### src/rtl/router_pkg.sv
// router_pkg: types and helpers shared by param_router and its FIFOs.
//   fifo_status_t : {full, empty} flags reported by each output FIFO
//   addr_width()  : width of a port index for a given port count
package router_pkg;

  typedef struct packed {
    logic full;
    logic empty;
  } fifo_status_t;

  // Keeps the index at least one bit wide so a degenerate port count
  // still produces a legal vector.
  function automatic int addr_width(input int num_ports);
    return (num_ports > 1) ? $clog2(num_ports) : 1;
  endfunction

endpackage

### src/rtl/router_fifo.sv
// router_fifo: single-clock synchronous FIFO, one per router output.
//   clk, reset   : rising-edge clock, synchronous active-high reset
//   push, wdata  : write wdata at the tail (ignored while full)
//   pop          : remove the head word (ignored while empty)
//   rdata        : head word, forced to 0 while empty
//   full, empty  : decoded from the registered occupancy count
module router_fifo
  import router_pkg::*;
#(
  parameter int DATA_WIDTH = 32,
  parameter int FIFO_DEPTH = 4
) (
  input  logic                  clk,
  input  logic                  reset,
  input  logic                  push,
  input  logic                  pop,
  input  logic [DATA_WIDTH-1:0] wdata,
  output logic [DATA_WIDTH-1:0] rdata,
  output logic                  full,
  output logic                  empty
);

  localparam int PTR_W = $clog2(FIFO_DEPTH);
  localparam int CNT_W = PTR_W + 1;

  logic [DATA_WIDTH-1:0] mem [FIFO_DEPTH];
  logic [PTR_W-1:0]      rd_ptr;
  logic [PTR_W-1:0]      wr_ptr;
  logic [CNT_W-1:0]      count;
  logic                  push_ok;
  logic                  pop_ok;

  // Flags come only from the registered count, so a pop in the same cycle
  // never makes a full FIFO accept input.
  assign full    = (count == CNT_W'(FIFO_DEPTH));
  assign empty   = (count == '0);
  assign push_ok = push && !full;
  assign pop_ok  = pop && !empty;

  assign rdata = empty ? '0 : mem[rd_ptr];

  // Storage carries no reset; pointers and count alone define contents.
  always_ff @(posedge clk) begin
    if (push_ok) mem[wr_ptr] <= wdata;
  end

  // Pointers wrap naturally because FIFO_DEPTH is a power of two.
  always_ff @(posedge clk) begin
    if (reset) begin
      rd_ptr <= '0;
      wr_ptr <= '0;
      count  <= '0;
    end else begin
      if (push_ok) wr_ptr <= wr_ptr + PTR_W'(1);
      if (pop_ok)  rd_ptr <= rd_ptr + PTR_W'(1);
      case ({push_ok, pop_ok})
        2'b10:   count <= count + CNT_W'(1);
        2'b01:   count <= count - CNT_W'(1);
        default: count <= count;
      endcase
    end
  end

endmodule

### src/rtl/param_router.sv
// param_router: 1-to-NUM_PORTS router with one FIFO per output channel.
//   clk, reset           : rising-edge clock, synchronous active-high reset
//   din, addr, din_valid : input word and its destination port
//   din_ready            : addressed FIFO is not full
//   dout                 : port i at [i*DATA_WIDTH +: DATA_WIDTH], 0 when empty
//   dout_valid           : bit i set while FIFO i holds a word
//   dout_ready           : consumer i takes the head word
module param_router
  import router_pkg::*;
#(
  parameter int DATA_WIDTH = 32,
  parameter int NUM_PORTS  = 4,
  parameter int FIFO_DEPTH = 4,
  localparam int ADDR_WIDTH = addr_width(NUM_PORTS)
) (
  input  logic                             clk,
  input  logic                             reset,
  input  logic [DATA_WIDTH-1:0]            din,
  input  logic                             din_valid,
  output logic                             din_ready,
  input  logic [ADDR_WIDTH-1:0]            addr,
  output logic [NUM_PORTS*DATA_WIDTH-1:0]  dout,
  output logic [NUM_PORTS-1:0]             dout_valid,
  input  logic [NUM_PORTS-1:0]             dout_ready
);

  typedef logic [DATA_WIDTH-1:0] word_t;

  fifo_status_t          status [NUM_PORTS];
  word_t                 rdata  [NUM_PORTS];
  logic [NUM_PORTS-1:0]  push;

  // Only the addressed FIFO's fullness gates the producer, so a stalled
  // output never holds up words bound elsewhere.
  assign din_ready = !status[addr].full;

  for (genvar i = 0; i < NUM_PORTS; i++) begin : g_port
    assign push[i] = din_valid && din_ready && (addr == ADDR_WIDTH'(i));

    router_fifo #(
      .DATA_WIDTH (DATA_WIDTH),
      .FIFO_DEPTH (FIFO_DEPTH)
    ) u_fifo (
      .clk   (clk),
      .reset (reset),
      .push  (push[i]),
      .pop   (dout_ready[i]),
      .wdata (din),
      .rdata (rdata[i]),
      .full  (status[i].full),
      .empty (status[i].empty)
    );

    assign dout_valid[i]                        = !status[i].empty;
    assign dout[i*DATA_WIDTH +: DATA_WIDTH]     = rdata[i];
  end

endmodule

### config.mk
export PLATFORM = sky130hd
export DESIGN_NAME = param_router
export DESIGN_NICKNAME = d
export VERILOG_FILES = /design/src/rtl/router_pkg.sv /design/src/rtl/router_fifo.sv /design/src/rtl/param_router.sv
export SDC_FILE = /design/constraint.sdc
export NUM_CORES = 1
export LEC_CHECK = 0
export CORE_MARGIN = 3
export CORE_UTILIZATION = 54
export CTS_BUF_LIST = sky130_fd_sc_hd__clkbuf_8
export DETAILED_ROUTE_END_ITERATION = 8
export PLACE_DENSITY = 0.75
export SLEW_MARGIN = 30
export SYNTH_ARGS = -nofsm -noshare
export SYNTH_HDL_FRONTEND = slang
export SYNTH_SLANG_ARGS = --single-unit
### constraint.sdc
create_clock -name clk -period 2.3 [get_ports clk]
set_input_delay 0.69 -clock clk [delete_from_list [all_inputs] [get_ports clk]]
set_output_delay 0.69 -clock clk [all_outputs]
set_load 0.005 [all_outputs]
==> impl_results.md <==
- Fin crit period: approximately 2.9 ns
- Cell area power density: 1070 nW/um2
- TritonCTS Buffers: 85
- Max Slew Vio Count: 0
- Total track usage: 0.257
- Non-filler instance count after layout: around 2,000
- Largest net degree at the start of global routing: around 40
- Tcrit/Tclk final: 1.25
- CP arrival: about 2.2 ns
- Worst Setup Slack, final: -0.584 ns
- Syn nets: ~1,100
- Worst vdd ir: around 810 uV
- Die span in x: 204 um
- Most common cell after layout, fill and taps aside: edfxtp_1
- Clock root buffer: clkbuf_8
- DRC violations left: 0
- Worst slack, placed: -0.568 ns
- Startpoint Class: flop
- Achievable Freq: approximately 350 MHz
- Initial antenna violation count: 0
- Die Height: 204 um
- Max_cap viols: 0
- Number of fillers in the final layout: ~2,200
- Routability Congestion: between 0.7 and 0.8
- Core Box Area: 38,700 um2
- Clock Skews: about 0.026 ns
- FF+latch count, synth: between 500 and 600
- Placed Instances: approximately 1,800
- DR vias/cell: ~5.7
- Register area share after synthesis: 0.757
- Hold_ws: roughly 0.48 ns
- Area Growth Syn to Fin: 31.8%
- Min-Delay Path Class: flop to flop
- CP Class: flop to output port
- Vias in the first global route: 12,100
- Skew-Pair Late Insertion Delay: 0.64 ns
- P_leak: 0.00997 uW
- Endpoints failing hold: 0
- Layout cells sized above 1: 0.472
- IO Pins: around 170
- Longest Clk Path Bufs: 3
- First-pass GRT wire length: around 80,000 um
- Syn_area_per_cell: 20.6 um2
- DR iter-0 viols: a little under 1,000
- Initial cell density of the core: 0.549
- Via count: 11,600
- Slew @ Worst Pin: roughly 0.67 ns
- Violated checks: setup timing
- RSZ-0062 raised after global routing: yes
- Drt first pass iters: 5
- Synth cell types: 32
- H-tree Lvls: 3
- Port Buf Inserts: about 170
- Setup violators final: between 100 and 150
- Row count: slightly above 70
- Setup TNS: -60.51 ns
- Multi-input gate area: 5590 um2
- Most frequent cells in the layout: edfxtp_1 (512), mux4_2 (129), buf_2 (101)
- CTS Hold Bufs: 0
- Worst setup EP type: output port
- WL per Instance: ~26 um
- Critical Path RT: ~1.6 ns
- Diode count: 0
- Clock Pin Slew Worst Setup and Hold Paths: 0.06 ns
- Max FO, Critical Path: 5
- Syn Inst Count: just over 1,000
- Slew HR: 0.553
- Die ar.: 41,800 um2
- DP Wirelength: 30,000 um
- ANT nets after route: 0
- Outcome: complete, but fails checks
- Sequential cell area: about 16,000 um2
- Synth Cell Area: 21,300 um2
- Synth warn: 0
- Post-Route WL: 53,200 um
- Clk sinks: 548
- Overflow after GRT: 0
- Final nets: 1,515
- CTS tree: yes
[registers in the layout (all words and copies together), names as in the netlist, named ones only]
register              flops
g_port.u_fifo.count      12
g_port.u_fifo.mem       512
g_port.u_fifo.rd_ptr      8
g_port.u_fifo.wr_ptr      8
[Yosys cell counts (all sizes together)]
cell type  number  area (um2)
mux2i           4        40.0
nand2           9        33.8
mux4          129        2910
fa              4        80.1
dfxtp          36         721
o31ai           4        30.0
a21oi          14        70.1
ha             20         250
buf            28         155
and2b          12        90.1
nor2b         116         726
or3             8        50.1
o21ai           8        40.0
edfxtp        512       15400
nor3            4        35.0
clkbuf         16        60.1
nand2b          8        50.1
inv            33         124
nand3           1        5.00
nor2           32         123
a211oi          1        12.5
xor2           12         105
and2           16         105
mux2            4        48.8
a2111oi         1        27.5
nand3b          1        7.51
[worst paths after layout]
check,slack [ns],cells after the start,end,from
setup / recovery,-0.58,6,dout[11],flop
hold / removal,0.48,2,flop,g_port[2].u_fifo.rd_ptr[1]$_SDFFE_PP0P_
setup reg to reg,0.14,12,g_port[0].u_fifo.count[2]$_SDFFE_PP0P_,g_port[0].u_fifo.count[1]$_SDFFE_PP0P_
hold reg to reg,0.48,2,flop,g_port[2].u_fifo.rd_ptr[1]$_SDFFE_PP0P_
[report_power, final]
group	switching, uW	internal, uW
combinational	4870	5910
sequential	220	11200
clock	3690	4050
total	8780	21200
[cell type report]
cell class / count / share of cell area
sequential: 548 / 0.576
multi-input combinational: 408 / 0.199
timing repair buffer: 374 / 0.140
clock buffer: 89 / 0.0437
tap: 518 / 0.0231
clock inverter: 60 / 0.0135
inverter: 33 / 0.00442
[critical path, stage by stage, from the launching register on]
cell	delay, ns
dfxtp_4	0.38
buf_12	0.13
buf_12	0.12
buf_6	0.09
mux4_2	0.55
nor2b_4	0.16
buf_6	0.12
[metal layers]
metal,wire length [um],GRT usage,vias up,share of wire
met4,1520,0.0772,0,0.029
met3,4260,0.0534,104,0.080
li1,-,-,4913,-
met2,26600,0.421,553,0.50
met1,20800,0.356,6037,0.39
met5,0,0,-,0
[kinds of logic after synthesis]
| logic type | after synthesis | share of synthesized area |
|---|---|---|
| muxes | 137 | 0.141 |
| buffers and inverters | 77 | 0.0159 |
| and+or+nand+nor | 207 | 0.0576 |
| xor gates and xnor gates | 12 | 0.00494 |
| adders and majority gates | 24 | 0.0155 |
| DFF | 548 | 0.757 |
| AOI/OAI and AO/OA | 28 | 0.00847 |
[through the flow]
stage,area [um2],util,total power (uW)
after floorplan,21300,-,14900
after global routing,28000,0.724,31100
final,28000,0.724,29900
after detailed placement,24900,0.644,19200
after global placement,24900,0.644,19100
after CTS,27900,0.719,29700
[timing repair]
| item | in CTS | in global routing |
|---|---|---|
| gates cloned | 12 | 0 |
| buffers inserted | 84 | 21 |
| setup endpoints to repair | 133 | 136 |
| pin swaps | 7 | 7 |
| resized for setup | 723 | 105 |
Note: power is estimated with default switching activity, not from simulation.
